==> src/rtl/pc_sequencer.sv <==
// -----------------------------------------------------------------------------
// pc_sequencer
//
// Multi-cycle control FSM for the 8-bit processor. Each instruction goes
// through FETCH -> DECODE -> EXECUTE (EXEC_CYCLES cycles) -> WRITEBACK. The
// block owns the program counter, which advances by one per retired
// instruction. There are no branches or jumps. A decoded halt parks the FSM in
// HALTED until reset.
//
// Ports
//   i_clk          system clock, all state updates on the rising edge
//   i_reset        synchronous active-high reset
//   i_start        leaves IDLE when sampled high
//   i_stall        freezes state, pc and counters and masks all strobes
//   i_instr_valid  instruction memory data ready for the current pc
//   i_is_halt      decoded halt opcode, only looked at in DECODE
//   o_pc           current instruction index to instruction memory
//   o_imem_rd_en   instruction memory read request (FETCH)
//   o_reg_rd_flag  register-file read strobe (DECODE)
//   o_alu_en       execute enable (EXECUTE)
//   o_reg_wr_en    register writeback strobe (WRITEBACK)
//   o_busy         high in every state except IDLE and HALTED
//   o_halted       high in HALTED
//   o_pc_wrap      sticky flag, set when pc rolls over from all-ones to zero
//   o_instr_count  retired-instruction count, saturating at all-ones
// -----------------------------------------------------------------------------
module pc_sequencer #(
    parameter int PC_WIDTH    = 8,
    parameter int EXEC_CYCLES = 1,
    parameter int CNT_WIDTH   = 16
) (
    input  logic                 i_clk,
    input  logic                 i_reset,
    input  logic                 i_start,
    input  logic                 i_stall,
    input  logic                 i_instr_valid,
    input  logic                 i_is_halt,
    output logic [PC_WIDTH-1:0]  o_pc,
    output logic                 o_imem_rd_en,
    output logic                 o_reg_rd_flag,
    output logic                 o_alu_en,
    output logic                 o_reg_wr_en,
    output logic                 o_busy,
    output logic                 o_halted,
    output logic                 o_pc_wrap,
    output logic [CNT_WIDTH-1:0] o_instr_count
);

    typedef enum logic [2:0] {
        S_IDLE      = 3'd0,
        S_FETCH     = 3'd1,
        S_DECODE    = 3'd2,
        S_EXECUTE   = 3'd3,
        S_WRITEBACK = 3'd4,
        S_HALTED    = 3'd5
    } state_t;

    // The exec counter counts down the remaining EXECUTE cycles; EXEC_CYCLES
    // is at most 15, so four bits always suffice.
    localparam logic [3:0] EXEC_LOAD = 4'(EXEC_CYCLES - 1);

    state_t                 r_state;
    state_t                 w_next_state;
    logic [3:0]             r_exec_cnt;
    logic [3:0]             w_exec_cnt_next;
    logic                   w_retire;
    logic [PC_WIDTH-1:0]    r_pc;
    logic                   r_pc_wrap;
    logic [CNT_WIDTH-1:0]   r_instr_count;

    // Saturating increment: once the count reaches all-ones it sticks there.
    function automatic logic [CNT_WIDTH-1:0] sat_inc(input logic [CNT_WIDTH-1:0] v);
        if (&v) begin
            return v;
        end
        return v + CNT_WIDTH'(1);
    endfunction

    // Next-state logic. stall only freezes the instruction-processing states;
    // IDLE still honours start and HALTED cannot be left anyway.
    always_comb begin
        w_next_state    = r_state;
        w_exec_cnt_next = r_exec_cnt;
        w_retire        = 1'b0;
        case (r_state)
            S_IDLE: begin
                if (i_start) begin
                    w_next_state = S_FETCH;
                end
            end
            S_FETCH: begin
                // stall beats a simultaneous instr_valid
                if (!i_stall && i_instr_valid) begin
                    w_next_state = S_DECODE;
                end
            end
            S_DECODE: begin
                if (!i_stall) begin
                    if (i_is_halt) begin
                        w_next_state = S_HALTED;
                    end else begin
                        w_next_state    = S_EXECUTE;
                        w_exec_cnt_next = EXEC_LOAD;
                    end
                end
            end
            S_EXECUTE: begin
                if (!i_stall) begin
                    if (r_exec_cnt == 4'd0) begin
                        w_next_state = S_WRITEBACK;
                    end else begin
                        w_exec_cnt_next = r_exec_cnt - 4'd1;
                    end
                end
            end
            S_WRITEBACK: begin
                if (!i_stall) begin
                    w_next_state = S_FETCH;
                    w_retire     = 1'b1;
                end
            end
            S_HALTED: begin
                w_next_state = S_HALTED;
            end
            default: begin
                w_next_state = S_IDLE;
            end
        endcase
    end

    // State, pc and counters. pc and instr_count only move when an
    // instruction actually retires, i.e. on the edge ending an unstalled
    // WRITEBACK cycle.
    always_ff @(posedge i_clk) begin
        if (i_reset) begin
            r_state       <= S_IDLE;
            r_exec_cnt    <= 4'd0;
            r_pc          <= '0;
            r_pc_wrap     <= 1'b0;
            r_instr_count <= '0;
        end else begin
            r_state    <= w_next_state;
            r_exec_cnt <= w_exec_cnt_next;
            if (w_retire) begin
                r_pc          <= r_pc + PC_WIDTH'(1);
                r_instr_count <= sat_inc(r_instr_count);
                if (&r_pc) begin
                    r_pc_wrap <= 1'b1;
                end
            end
        end
    end

    // Strobes are decoded from the registered state and masked by stall, so a
    // stalled one-shot strobe fires exactly once when the stall is released.
    assign o_imem_rd_en  = (r_state == S_FETCH)     && !i_stall;
    assign o_reg_rd_flag = (r_state == S_DECODE)    && !i_stall;
    assign o_alu_en      = (r_state == S_EXECUTE)   && !i_stall;
    assign o_reg_wr_en   = (r_state == S_WRITEBACK) && !i_stall;

    assign o_busy        = (r_state != S_IDLE) && (r_state != S_HALTED);
    assign o_halted      = (r_state == S_HALTED);
    assign o_pc          = r_pc;
    assign o_pc_wrap     = r_pc_wrap;
    assign o_instr_count = r_instr_count;

endmodule
==> config.mk <==
export PLATFORM = sky130hd
export DESIGN_NAME = pc_sequencer
export DESIGN_NICKNAME = d
export VERILOG_FILES = /design/src/rtl/pc_sequencer.sv
export SDC_FILE = /design/constraint.sdc
export NUM_CORES = 1
export LEC_CHECK = 0
export BUFFER_PORTS_ARGS = -buffer_cell sky130_fd_sc_hd__buf_2
export CORE_ASPECT_RATIO = 1.1
export CORE_MARGIN = 4
export CORE_UTILIZATION = 45
export CTS_BUF_LIST = sky130_fd_sc_hd__clkbuf_8
export CTS_CLUSTER_SIZE = 20
export DETAILED_ROUTE_END_ITERATION = 12
export GPL_ROUTABILITY_DRIVEN = 0
export MAX_ROUTING_LAYER = met4
export PLACE_DENSITY = 0.65
export SLEW_MARGIN = 10
export SYNTH_ARGS = -nofsm -noshare
export SYNTH_HDL_FRONTEND = slang
export SYNTH_SLANG_ARGS = --single-unit
==> constraint.sdc <==
create_clock -name i_clk -period 4.4 [get_ports i_clk]
set_input_delay 0.88 -clock i_clk [delete_from_list [all_inputs] [get_ports i_clk]]
set_output_delay 0.88 -clock i_clk [all_outputs]
set_load 0.02 [all_outputs]
==> Word-level counts from Yosys, hierarchy flattened <==
Cells that the tools add are included.
W data, S select, Z words.
{ "classes": {"add_sub_neg": 3, "mul": 0, "n_div": 0, "n_lt_le_gt_ge": 0, "n_eq_ne": 15, "shift": 0, "muxes": 19, "bitwise": 0, "reduce_logical": 16} }
{ "ops": {"columns": ["op", "count"], "rows": [
  ["$mux W3", 7],
  ["$ne A2 B2 Y1 const B", 9],
  ["$pmux W3 S6", 1],
  ["$add A16 B1 Y16 const B", 1],
  ["$mux W16", 1],
  ["$mux W4", 4],
  ["$reduce_and A16 Y1", 1],
  ["$reduce_and A9 Y1", 1],
  ["$add A8 B1 Y8 const B", 1],
  ["$pmux W4 S2", 1],
  ["$eq A3 B2 Y1 const B", 2],
  ["$eq A3 B3 Y1 const B", 2],
  ["$logic_and A1 B1 Y1", 6],
  ["$reduce_and A6 Y1", 1],
  ["$mux W1", 5],
  ["$reduce_and A5 Y1", 1],
  ["$logic_not A4 Y1", 1],
  ["$sub A4 B1 Y4 const B", 1],
  ["$eq A3 B1 Y1 const B", 1],
  ["$logic_not A3 Y1", 1],
  ["$ne A3 B3 Y1 const B", 1],
  ["$reduce_bool A3 Y1", 1],
  ["$reduce_and A2 Y1", 1],
  ["$reduce_bool A2 Y1", 1],
  ["$logic_not A1 Y1", 1]
]} }
{ "totals": {"regBits": 32, "latch_bits": 0, "ram_bits": 0, "mem_bits_ro": 0, "input_bits": 6, "out_inout_bits": 31, "elab_cells": 58, "mem_count": 0} }

==> Longest topological paths before layout <==
{ "logic_depth": {"word_depth": 6, "mapped_depth": 6, "ltp_nobuf": 6} }

==> Worst setup path after synthesis <==
OpenSTA, ideal clock, no wires.
{ "synth_timing": {"path_type": "in2out", "from": "in i_stall", "to": "out o_reg_wr_en", "arrival_time_ns": 1.513, "required_time_ns": 3.520, "path_slack_ns": 2.007, "cell_stages": 2, "path_buffers": 1, "path_cell_list": "nor4b_4 buf_2"} }
{ "synth_between": {"elab_chain_cells": 2} }
{ "synth_rtl": {"columns": ["item", "line_no", "rtl"], "rows": [
  ["from (decl)", "35", "input logic i_stall,"],
  ["$logic_not A1 Y1", "159", "assign o_reg_wr_en = (r_state == S_WRITEBACK) && !i_stall;"],
  ["$logic_and A1 B1 Y1", "159", null],
  ["to (decl)", "42", "output logic o_reg_wr_en,"]
]} }
No other way between the ends.

==> Final worst setup path <==
Same ends and word-level chain as after synthesis.

==> run metrics <==
mean instance size in the synthesized netlist around 8.5 sq um; number of fillers in the final layout 366; cell-internal power roughly 470 uW; Post-synth EDFFs 0; highest attainable clock frequency around 400 MHz; hold-critical path depth 2; post-synthesis instance total 197; synth warn 0; Worst Setup Slack, final roughly 1.8 ns; part of the cycle the worst path needs 58.2%; FF-to-FF setup slack ~2.5 ns; layout cells sized above 1 ~22%; initial cell density of the core about 46%; proportion of synthesized chip area in sequential cells about two fifths; final number of hold-violating endpoints 0; multiplexer area fraction after synthesis under 10%; Mapped Nets a little over 200; Cell variety after synth 42; Max Buffers Root-to-Sink 2; worst hold path startpoint r_exec_cnt[1]$_SDFFE_PP0P_; library cell appearing most often on the critical path sky130_fd_sc_hd__buf_2; worst-skew pair later-pin latency between 0.2 and 0.3 ns; result of the run completed; type of origin of the critical path primary input; RSZ-0062 raised after global routing no; fraction of the mapped netlist area in compound gates 17.4%; via count of the first global-routing pass between 1500 and 2000; Antenna Cells 0; FF-to-FF path depth 5; CP max FO 15; clock sink total 32; overall track demand over capacity in global routing 17.3%; setup slack at placement 1.83 ns; maximum number of pins on one net before global-route repair 36; die height about 72 microns; Switch Pwr about 140 uW; utilization after layout between 50% and 60%; IO Count 37; half-perimeter wire length after placement about 2700 microns; antenna-violating nets left 0; routed wire length per instance roughly 13 microns; Die Span X approximately 66 microns; largest family of logic cells by synthesized area simple AND/OR/NAND/NOR gates; multi-input logic area 973 sq um; total power consumption of the routed design just over 600 uW; most instantiated flip-flop cell in the synthesis netlist sky130_fd_sc_hd__dfxtp_1; leading cell type in the layout, fill and taps excluded sky130_fd_sc_hd__buf_2; Remaining DRCs 0; Critical-path top delay cell sky130_fd_sc_hd__buf_4; max-cap violation count 0; Gates resized, CTS repair 0; placed inst area roughly 1900 sq um; drt initial violations ~100; Period minus WS final 2.56 ns; Worst Hold End r_exec_cnt[1]$_SDFFE_PP0P_; buffer type at the clock tree root sky130_fd_sc_hd__clkbuf_8; buffers inserted by post-CTS timing repair 0; vias per cell 5.65; data arrival time of the worst path around 1.7 ns; Relative slew margins between 50% and 60%; number of rows created at floorplan 23; arithmetic-cell share of the synthesized area counting full adders, half adders and majority gates a little under 3%; most frequent cells in the layout sky130_fd_sc_hd__buf_2 (36), sky130_fd_sc_hd__dfxtp_1 (32), sky130_fd_sc_hd__nor2_1 (20), sky130_fd_sc_hd__a21oi_1 (16), sky130_fd_sc_hd__nand2_1 (11); worst endpoint required time approximately 3.5 ns; kind of cell adding the most delay to the critical path buffers and inverters; Core Region between 3000 and 4000 sq um; number of search-and-repair iterations in the first detailed-routing pass 4; number of pins with negative max-slew slack in the final report 0; critical path cell sequence buf_2 -> nor4b_4 -> buf_4 -> buf_2; final instance area ~2000 sq um; total clock buffers created by CTS 5; TNS Setup 0 ns; Worst R2R Start r_state[0]$_SDFFE_PP0P_; register cell area after layout between 600 and 700 sq um; static leakage around 0.00080 uW; total congestion overflow after global routing 0; total via count after detailed routing 1606; type of element capturing the critical path output port; Layout Skew about 0.0075 ns; simple-gate share of the synthesized area a little under a third; area of the mapped netlist 1680 sq um; initial antenna violation count 0; synthesis-stage register bit count 32; switching fraction of total power between 20% and 30%; Slowest Stage Delay on Critical Path around 0.26 ns; proportion of register bits with asynchronous set or reset after synthesis 0%; CTS tree done; combined buffer and inverter count along the critical path 3; HP Class reg2reg; DRT Wirelength around 3700 microns; worst setup path class in2out; port bufs 36; first-pass GRT wire length about 6500 microns; H-tree levels 2; number of nets in the layout about 240; CTS Hold Bufs 0; part of the power in the clock network between 40% and 50%; sequential group share of total power approximately half; final setup fails 0; worst ir drop on vdd between 150 and 200 uV; clock transition at the register clock pins on the worst setup and hold paths after CTS roughly 0.07 ns; share of the synthesized netlist area taken by xor and xnor gates around 4.2%; pin slew with the least headroom to its limit 0.612 ns; combinational cell fraction of total power 6.0%; total die area about 4800 sq um; power density over the cells 304 nW/um^2; Synth-to-Final Area Change 19.5%; reg-to-reg endpoint o_instr_count[14]$_SDFFE_PP0P_
-- metrics by stage --
step / hold WS (ns) / cells
5_1_grt: 0.493 / 284
2_1_floorplan: 0.445 / 197
3_5_place_dp: 0.464 / 276
4_1_cts: 0.476 / 284
6_report: 0.471 / 284
3_3_place_gp: 0.453 / 276
-- layout make-up --
class	instances	area share (%)
timing repair buffer	38	9.71
clock inverter	3	1.93
sequential	32	31.9
inverter	8	1.49
clock buffer	5	3.42
tap	50	3.11
multi-input combinational	148	48.4
-- how the worst max path moves through the flow --
| stage | from | end | slack [ns] | cells after the start |
|---|---|---|---|---|
| final | i_stall | o_reg_wr_en | 1.84 | 4 |
| after global routing | i_stall | o_reg_wr_en | 1.78 | 4 |
| after CTS | i_stall | o_reg_wr_en | 1.83 | 4 |
| after detailed placement | i_stall | o_reg_wr_en | 1.83 | 4 |
| after global placement | i_stall | o_reg_wr_en | 1.84 | 4 |
| after floorplan | i_stall | o_reg_wr_en | 2.01 | 2 |
-- state kept, by name, summed over array words and instances, names as in the netlist --
| register | count |
|---|---|
| r_exec_cnt | 4 |
| r_state | 3 |
| o_pc_wrap | 1 |
| o_instr_count | 16 |
| o_pc | 8 |
-- routing by layer --
metal | GRT usage, % | wire (microns)
met3 | 4.33 | 197
met4 | 5.42 | 41
met1 | 21.8 | 1780
met2 | 27.1 | 1650
met5 | - | 0
-- synthesized netlist by cell type, drive strengths merged, types with 2 or more instances --
library cell | count | area (sq um)
nor2 | 20 | 75.1
and3 | 3 | 18.8
nor3 | 4 | 20.0
o31ai | 8 | 60.1
nor4 | 4 | 25.0
o2111ai | 2 | 17.5
and4 | 3 | 26.3
a31oi | 2 | 12.5
mux2i | 2 | 20.0
dfxtp | 32 | 641
xor2 | 5 | 43.8
nand4 | 8 | 50.1
nand2b | 2 | 12.5
nand3 | 7 | 40.0
or4 | 8 | 60.1
or3b | 2 | 17.5
ha | 4 | 50.1
or3 | 4 | 25.0
nand2 | 11 | 41.3
xnor2 | 3 | 26.3
o21ai | 5 | 25.0
a211oi | 2 | 15.0
a21oi | 16 | 80.1
nor2b | 6 | 37.5
mux2 | 3 | 33.8
a21o | 3 | 22.5
clkbuf | 5 | 18.8
buf | 4 | 18.8
inv | 8 | 30.0
-- kinds of logic (layout without fill, tap and decap cells) --
family,Yosys count,in the layout
buffers and inverters,17,54
adder cells (fa/ha/maj),4,4
AND/OR/NAND/NOR,87,87
flip-flops,32,32
XOR/XNOR,8,8
AO/OA/AOI/OAI,44,44
multiplexers,5,5
-- power groups by stage --
stage	Clock (uW)	Combinational [uW]	Sequential (uW)
CTS	280	37.2	300
floorplan	0	32.1	301
global route	292	41.4	301
global placement	0	37.0	306
finish	274	36.7	300
detailed placement	0	37.0	307
-- tightest hold or removal path: stages, from the launching register on --
cell and delay (ns):
sky130_fd_sc_hd__dfxtp_1 0.32, sky130_fd_sc_hd__nand2_1 0.06, sky130_fd_sc_hd__a21oi_1 0.05
No activity file was read; power rests on OpenSTA's default activity.
